--- config.mk ---
export PLATFORM = sky130hd
export DESIGN_NAME = imem_loader
export DESIGN_NICKNAME = d
export VERILOG_FILES = /design/src/rtl/imem_loader.sv
export SDC_FILE = /design/constraint.sdc
export NUM_CORES = 1
export LEC_CHECK = 0
export BUFFER_PORTS_ARGS = -buffer_cell sky130_fd_sc_hd__buf_4
export CORE_MARGIN = 5
export CORE_UTILIZATION = 45
export DETAILED_ROUTE_END_ITERATION = 12
export PLACE_DENSITY_LB_ADDON = 0.12
export RECOVER_POWER = 50
export REMOVE_ABC_BUFFERS = 1
export SYNTH_ARGS = -nofsm -noshare
export SYNTH_HDL_FRONTEND = slang
export SYNTH_SLANG_ARGS = --single-unit
--- constraint.sdc ---
create_clock -name clk -period 2.9 [get_ports clk]
set_clock_uncertainty 0.1 [all_clocks]
set_input_delay 0.58 -clock clk [delete_from_list [all_inputs] [get_ports clk]]
set_output_delay 0.58 -clock clk [all_outputs]
set_load 0.01 [all_outputs]
--- src/rtl/imem_loader.sv ---
// Byte-stream loader for the MIPS instruction memory: packs big-endian bytes into words,
// writes consecutive addresses, then releases the core. Opcode checker: IMEM_LOADER_OPCODE_CHECK_EN.
module imem_loader #(
  parameter int ADDR_W = 8
) (
  input  logic              clk,
  input  logic              reset,
  input  logic              start,
  input  logic [ADDR_W:0]   word_count,
  input  logic              s_valid,
  input  logic [7:0]        s_data,
  output logic              s_ready,
  output logic              imem_we,
  output logic [ADDR_W-1:0] imem_addr,
  output logic [31:0]       imem_wdata,
  output logic              busy,
  output logic              done,
  output logic              cpu_run,
  output logic              bad_opcode,
  output logic [7:0]        bad_count,
  output logic [ADDR_W-1:0] first_bad_addr
);

  typedef enum logic [1:0] {IDLE, RECV, WRITE, DONE} state_t;

  localparam logic [ADDR_W:0] MAX_WORDS = {1'b1, {ADDR_W{1'b0}}};

  state_t            state;
  state_t            state_n;
  logic [ADDR_W:0]   count_q;
  logic [ADDR_W:0]   written;
  logic [ADDR_W-1:0] addr;
  logic [1:0]        byte_idx;
  logic [31:0]       word;
  logic [ADDR_W:0]   count_clamped;
  logic              start_ok;
  logic              last_word;

  // A request larger than the memory loads the whole memory once, never wrapping onto itself.
  assign count_clamped = (word_count > MAX_WORDS) ? MAX_WORDS : word_count;
  assign start_ok      = start && (state == IDLE || state == DONE);
  assign last_word     = (written + 1'b1) == count_q;

  assign imem_addr  = addr;
  assign imem_wdata = word;

  // NOTE: every variable in an always_comb gets a default first, so no path infers a latch.
  always_comb begin
    state_n = state;
    case (state)
      IDLE, DONE: if (start_ok) state_n = (count_clamped == '0) ? DONE : RECV;
      RECV:       if (s_valid && byte_idx == 2'd3) state_n = WRITE;
      WRITE:      state_n = last_word ? DONE : RECV;
      default:    state_n = IDLE;
    endcase
  end

  // NOTE: sequential state uses non-blocking assignments so every flop samples pre-edge values.
  always_ff @(posedge clk or posedge reset) begin
    if (reset) begin
      state    <= IDLE;
      s_ready  <= 1'b0;
      imem_we  <= 1'b0;
      busy     <= 1'b0;
      done     <= 1'b0;
      cpu_run  <= 1'b0;
      count_q  <= '0;
      written  <= '0;
      addr     <= '0;
      byte_idx <= '0;
      word     <= '0;
    end else begin
      state   <= state_n;
      // Status outputs are registered copies of the next state, so they change with it.
      s_ready <= (state_n == RECV);
      imem_we <= (state_n == WRITE);
      busy    <= (state_n == RECV) || (state_n == WRITE);
      done    <= (state_n == DONE);
      cpu_run <= (state_n == DONE);

      if (start_ok) begin
        count_q  <= count_clamped;
        written  <= '0;
        addr     <= '0;
        byte_idx <= '0;
      end

      if (state == RECV && s_valid) begin
        word     <= {word[23:0], s_data};
        byte_idx <= byte_idx + 2'd1;
      end

      if (state == WRITE) begin
        addr    <= addr + 1'b1;
        written <= written + 1'b1;
      end
    end
  end

`ifdef IMEM_LOADER_OPCODE_CHECK_EN
  logic legal;

  always_comb begin
    legal = 1'b0;
    case (word[31:26])
      6'h00, 6'h23, 6'h2B, 6'h08, 6'h04, 6'h02, 6'h03: legal = 1'b1;
      default: legal = 1'b0;
    endcase
  end

  // Flags describe the current load only; an unsupported word is still written.
  always_ff @(posedge clk or posedge reset) begin
    if (reset) begin
      bad_opcode     <= 1'b0;
      bad_count      <= '0;
      first_bad_addr <= '0;
    end else if (start_ok) begin
      bad_opcode     <= 1'b0;
      bad_count      <= '0;
      first_bad_addr <= '0;
    end else if (state == WRITE && !legal) begin
      bad_opcode <= 1'b1;
      if (bad_count != 8'hFF) bad_count <= bad_count + 8'd1;
      if (!bad_opcode) first_bad_addr <= addr;
    end
  end
`else
  assign bad_opcode     = 1'b0;
  assign bad_count      = '0;
  assign first_bad_addr = '0;
`endif

endmodule

# == Word level (Yosys, flattened, before mapping) ==
# Cells that the tools add are included.
# word_totals
out_inout_bits,62
reg_bits,66
# classes
n_lt_le_gt_ge,1
n_mux,12
addsub,3
eq_ne,8
reduce_logical,10
# ops
operator,count
$mux 9,3
$mux 8,2
$mux 2,6
$eq 2x2->1 const B,5
$add 9x1->9 const B,1
$eq 9x9->1,1
$gt 9x9->1 const B,1
$logic_not 9->1,1
$add 8x1->8 const B,1
$pmux 2 s3,1
$eq 2x1->1 const B,2
$reduce_bool 2->1,2
$logic_and 1x1->1,3
$add 2x1->2 const B,1
$logic_not 2->1,1
$logic_or 1x1->1,2
$reduce_or 2->1,1

# == Longest topological paths before layout ==
# logic_depth
word_depth,8
mapped_depth,8
ltp_nobuf,8

# == Least setup slack after synthesis ==
# Ideal clock, no wire load.
# synth_path
path_kind,register to register
startpoint,register written[0]
endpoint,register busy
required_ns,2.687
slack_ns,0.715
setup_time_ns,0.113
t_arrival_ns,1.973
path_stages_with_launch,8
path_cell_list,dfrtp_1 > ha_1 > xor2_1 > or4_4 > nor4_2 > a31oi_1 > ha_1 > inv_1
# synth_via
elab_chain_len,6
# synth_lines
element,line,text
from (decl),31,logic [ADDR_W:0] written;
from (signal assigned),95,written <= written + 1'b1;
$add 9x1->9 *,42,assign last_word = (written + 1'b1) == count_q;
$eq 9x9->1 *,42,
$mux 2 *,53,WRITE: state_n = last_word ? DONE : RECV;
$pmux 2 s3 *,50,case (state)
$eq 2x1->1 or $eq 2x2->1 (tied branches),77,busy <= (state_n == RECV) || (state_n == WRITE);
$logic_or 1x1->1 *,77,
to (signal assigned),77,
to (decl),16,"output logic busy,"
# Mark *: on every way between the ends. The rest lies on a longest branch, timed or not.
# A chain may end at the register's enable or synchronous reset.

# == Worst setup path in the final report ==
# layout_path
startpoint,register state[0]
endpoint,register busy
# layout_via
elab_chain_len,7
# layout_lines
element,line,text
from (decl),28,state_t state;
from (signal assigned),73,state <= state_n;
$eq 2x2->1 or $logic_not 2->1 (tied branches),"41, 50",
$logic_or 1x1->1,41,assign start_ok = start && (state == IDLE || state == DONE);
$logic_and 1x1->1,41,
$mux 2,51,"IDLE, DONE: if (start_ok) state_n = (count_clamped == '0) ? DONE : RECV;"
$pmux 2 s3 *,50,
$eq 2x1->1 or $eq 2x2->1 (tied branches),77,
$logic_or 1x1->1 *,77,
# Marks and branches as above.

==> results.yml <==
status:
  outcome: "finished with violations"
  violations: "max-capacitance violations, max-slew violations"
power:
  p_switching_mw: 1.408
  power_frac_comb_pct: 40.0
  power_frac_seq_pct: 39.8
  power_frac_clock_pct: 20.2
  leakagePower_nw: 1.733
  p_int_mw: 2.465
  power.total_mw: 3.873
  power_switching_share_pct: 36.35
  irDropWorstVdd_mv: 0.4590
  pwr_density_cell_nw_per_um2: 1024
clock_tree:
  numCtsBuffers: 9
  cts.sinks: 66
  root_buffer: "clkbuf_8"
  htree_num_levels: 3
  clk_pin_slew_ns: 0.08
  hold_buffers: 0
  cts_setup_buffers: 0
  cts_buffer_depth: 2
  cts_resized: 0
  tritoncts: "yes"
  clkLatencyLatePin_ns: 0.34
routing:
  avgViaCountPerCell: 4.897
  wl_um: 6090
  drc: 0
  dr.pass1.iters: 4
  initialDrtViolationCount: 73
  vias: 2228
  wire_per_inst_um: 13.38
  ant_nets: 0
global_routing:
  grt_pass1_vias: 2163
  grt_max_degree: 67
  grt_pass1_wl_um: 10120
  grt_overflow: 0
  antenna_found_initial: 0
  grtUsageTotal_pct: 14.86
floorplanning:
  start_util_pct: 46.10
  die_w_um: 93.43
  core_area_sq_um: 6794
  die_area_sq_um: 8728
  ios: 83
  rows: 30
  fp.dieH_um: 93.43
yosys:
  synth_cells: 286
  ys_seq_elements: 66
  synth.cell_area_sq_um: 3132
  syn_area_per_cell_sq_um: 10.95
  synth_cell_types: 35
  yosys.area_share.xor_xnor_pct: 3.636
  yosysSeqAreaShare_pct: 52.74
  synth_compound_area_share_pct: 9.509
  synth_top_family_by_area: "multiplexers"
  yosys_warnings: 0
  muxShareOfSynthArea_pct: 12.50
  synth-simple-area-share_pct: 11.51
  synthAdderAreaFrac_pct: 3.196
sta:
  timing.hold.ws_ns: 0.3663
  rsz0062_at_grt: "no"
  fmax_ghz: 0.4335
  period_share_pct: 79.55
  finalHoldViolations: 0
  tightest_slew_ns: 1.608
  finalSetupViolCount: 0
  setup_tns_ns: 0
  maxSlewViolCount: 67
  min_period_ns: 2.307
  slew_headroom_pct: -7.198
placed_design:
  gp_congestion: 0.8308
  io_buffer_count: 65
  place_hpwl_um: 4256
critical_path:
  worstSetupStartpointType: "flip-flop"
  crit_type: "flip-flop to flip-flop"
  cp-end-kind: "flip-flop"
  worstSetupEndpoint: "busy"
  cp_data_arrival_time_ns: 2.45
  crit_fanout: 7
  worst_ep_required_time_ns: 3.04
  reg2reg_depth: 7
  worstReg2RegStart: "state[0]"
  timing.rr.end: "busy"
  crit_start: "state[0]"
  rrSetupSlack_ns: 0.59
cells_and_area:
  layout_commonest_cell: "dfrtp_1"
  syn_to_final_growth_pct: 20.74
  layout.nets: 383
  layout_common_cells: "66 x dfrtp_1, 47 x buf_4, 33 x mux2_2, 33 x o21ai_0, 29 x nand2_1"
  n_antenna_cell: 0
  layout-drive-gt1-share_pct: 28.41
min_path:
  min_path_type: "input pin to flip-flop"
job:
  drv_cap: 1
cells by family (layout without fill, tap and decap cells):
| group | count (synthesis) | in the layout |
|---|---|---|
| XOR/XNOR | 13 | 13 |
| adder cells (fa/ha/maj) | 8 | 8 |
| buffers and inverters | 38 | 95 |
| AO/OA/AOI/OAI | 53 | 53 |
| other | 1 | 17 |
| multiplexers | 35 | 35 |
| flip-flops | 66 | 66 |
| AND/OR/NAND/NOR | 72 | 72 |
Yosys cell counts (all sizes together):
library cell   n  area share [%]
nand4b         1            0.28
a31o           1            0.28
o41ai          1            0.28
nor3           2            0.48
o211ai         1            0.24
o21a           1            0.24
nand3         12             1.9
nand4          2            0.40
nand2         29             3.5
nor4           4             1.0
o21ai         33             5.3
clkbuf        10             1.2
ha             8             3.2
a31oi          6             1.2
a21o           1            0.24
mux2i          2            0.64
o31ai          2            0.48
inv            8            0.96
buf           20             4.6
o32a           1            0.32
or4            1            0.36
a21oi          6            0.96
and3           3            0.64
conb           1            0.12
and2           1            0.20
mux2          33              12
xor2           3            0.84
nor2           8            0.96
xnor2         10             2.8
dfrtp         66              53
nand2b         9             1.8
worst min path at each step:
stage | cells after the start | slack (ns) | to | start
after global routing | 2 | 0.34 | imem_wdata[4] | s_data[4]
after detailed placement | 1 | 0.39 | imem_addr[7] | imem_addr[7]
after CTS | 3 | 0.21 | imem_wdata[28] | reset
final | 2 | 0.37 | imem_wdata[4] | s_data[4]
after global placement | 2 | 0.39 | byte_idx[1] | byte_idx[1]
after floorplan | 1 | 0.37 | byte_idx[0] | byte_idx[0]
layout make-up:
type                       count  area, sq um
sequential                    66         1652
timing repair buffer          71        447.9
clock buffer                  10        137.6
fill                         609         3013
tap                           96        120.1
clock inverter                 6        66.31
inverter                       8        30.03
multi-input combinational    198         1328
through the flow:
stage	area, sq um	cells	setup WS (ns)	utilization, %
after detailed placement	3675	439	0.5965	54.09
after floorplan	3009	272	0.2551	-
after global placement	3675	439	0.6244	54.09
after CTS	3879	455	0.5819	57.09
final	3781	455	0.5930	55.65
after global routing	3781	455	0.4007	55.65
power groups by stage:
stage	registers, mW	clock network (mW)	logic (mW)
3_5_place_dp	1.57	0	1.69
2_1_floorplan	1.64	0	0.877
5_1_grt	1.60	0.845	1.74
4_1_cts	1.55	0.809	1.69
3_3_place_gp	1.56	0	1.66
6_report	1.54	0.782	1.55
registers in the layout, indices dropped and copies added, names as in the netlist, 2 cells and up:
register	cells
written	9
imem_addr	8
byte_idx	2
count_q	9
imem_wdata	32
state	2
routing by layer:
| metal | vias to the layer above | part of all wire, % | GRT usage [%] |
|---|---|---|---|
| met5 | - | 0 | 0 |
| met3 | 12 | 6.5 | 4.103 |
| met2 | 72 | 47 | 23.05 |
| li1 | 1096 | - | - |
| met1 | 1048 | 45 | 18.64 |
| met4 | 0 | 1.9 | 8.303 |
worst max-delay path, stage by stage (launching register included):
cell and delay, ns:
dfrtp_1 0.39, inv_1 0.06, ha_1 0.38, or4_4 0.54, nor4_2 0.30, a31oi_1 0.13
ha_1 0.29, inv_1 0.03
No activity file was read; power rests on OpenSTA's default activity.
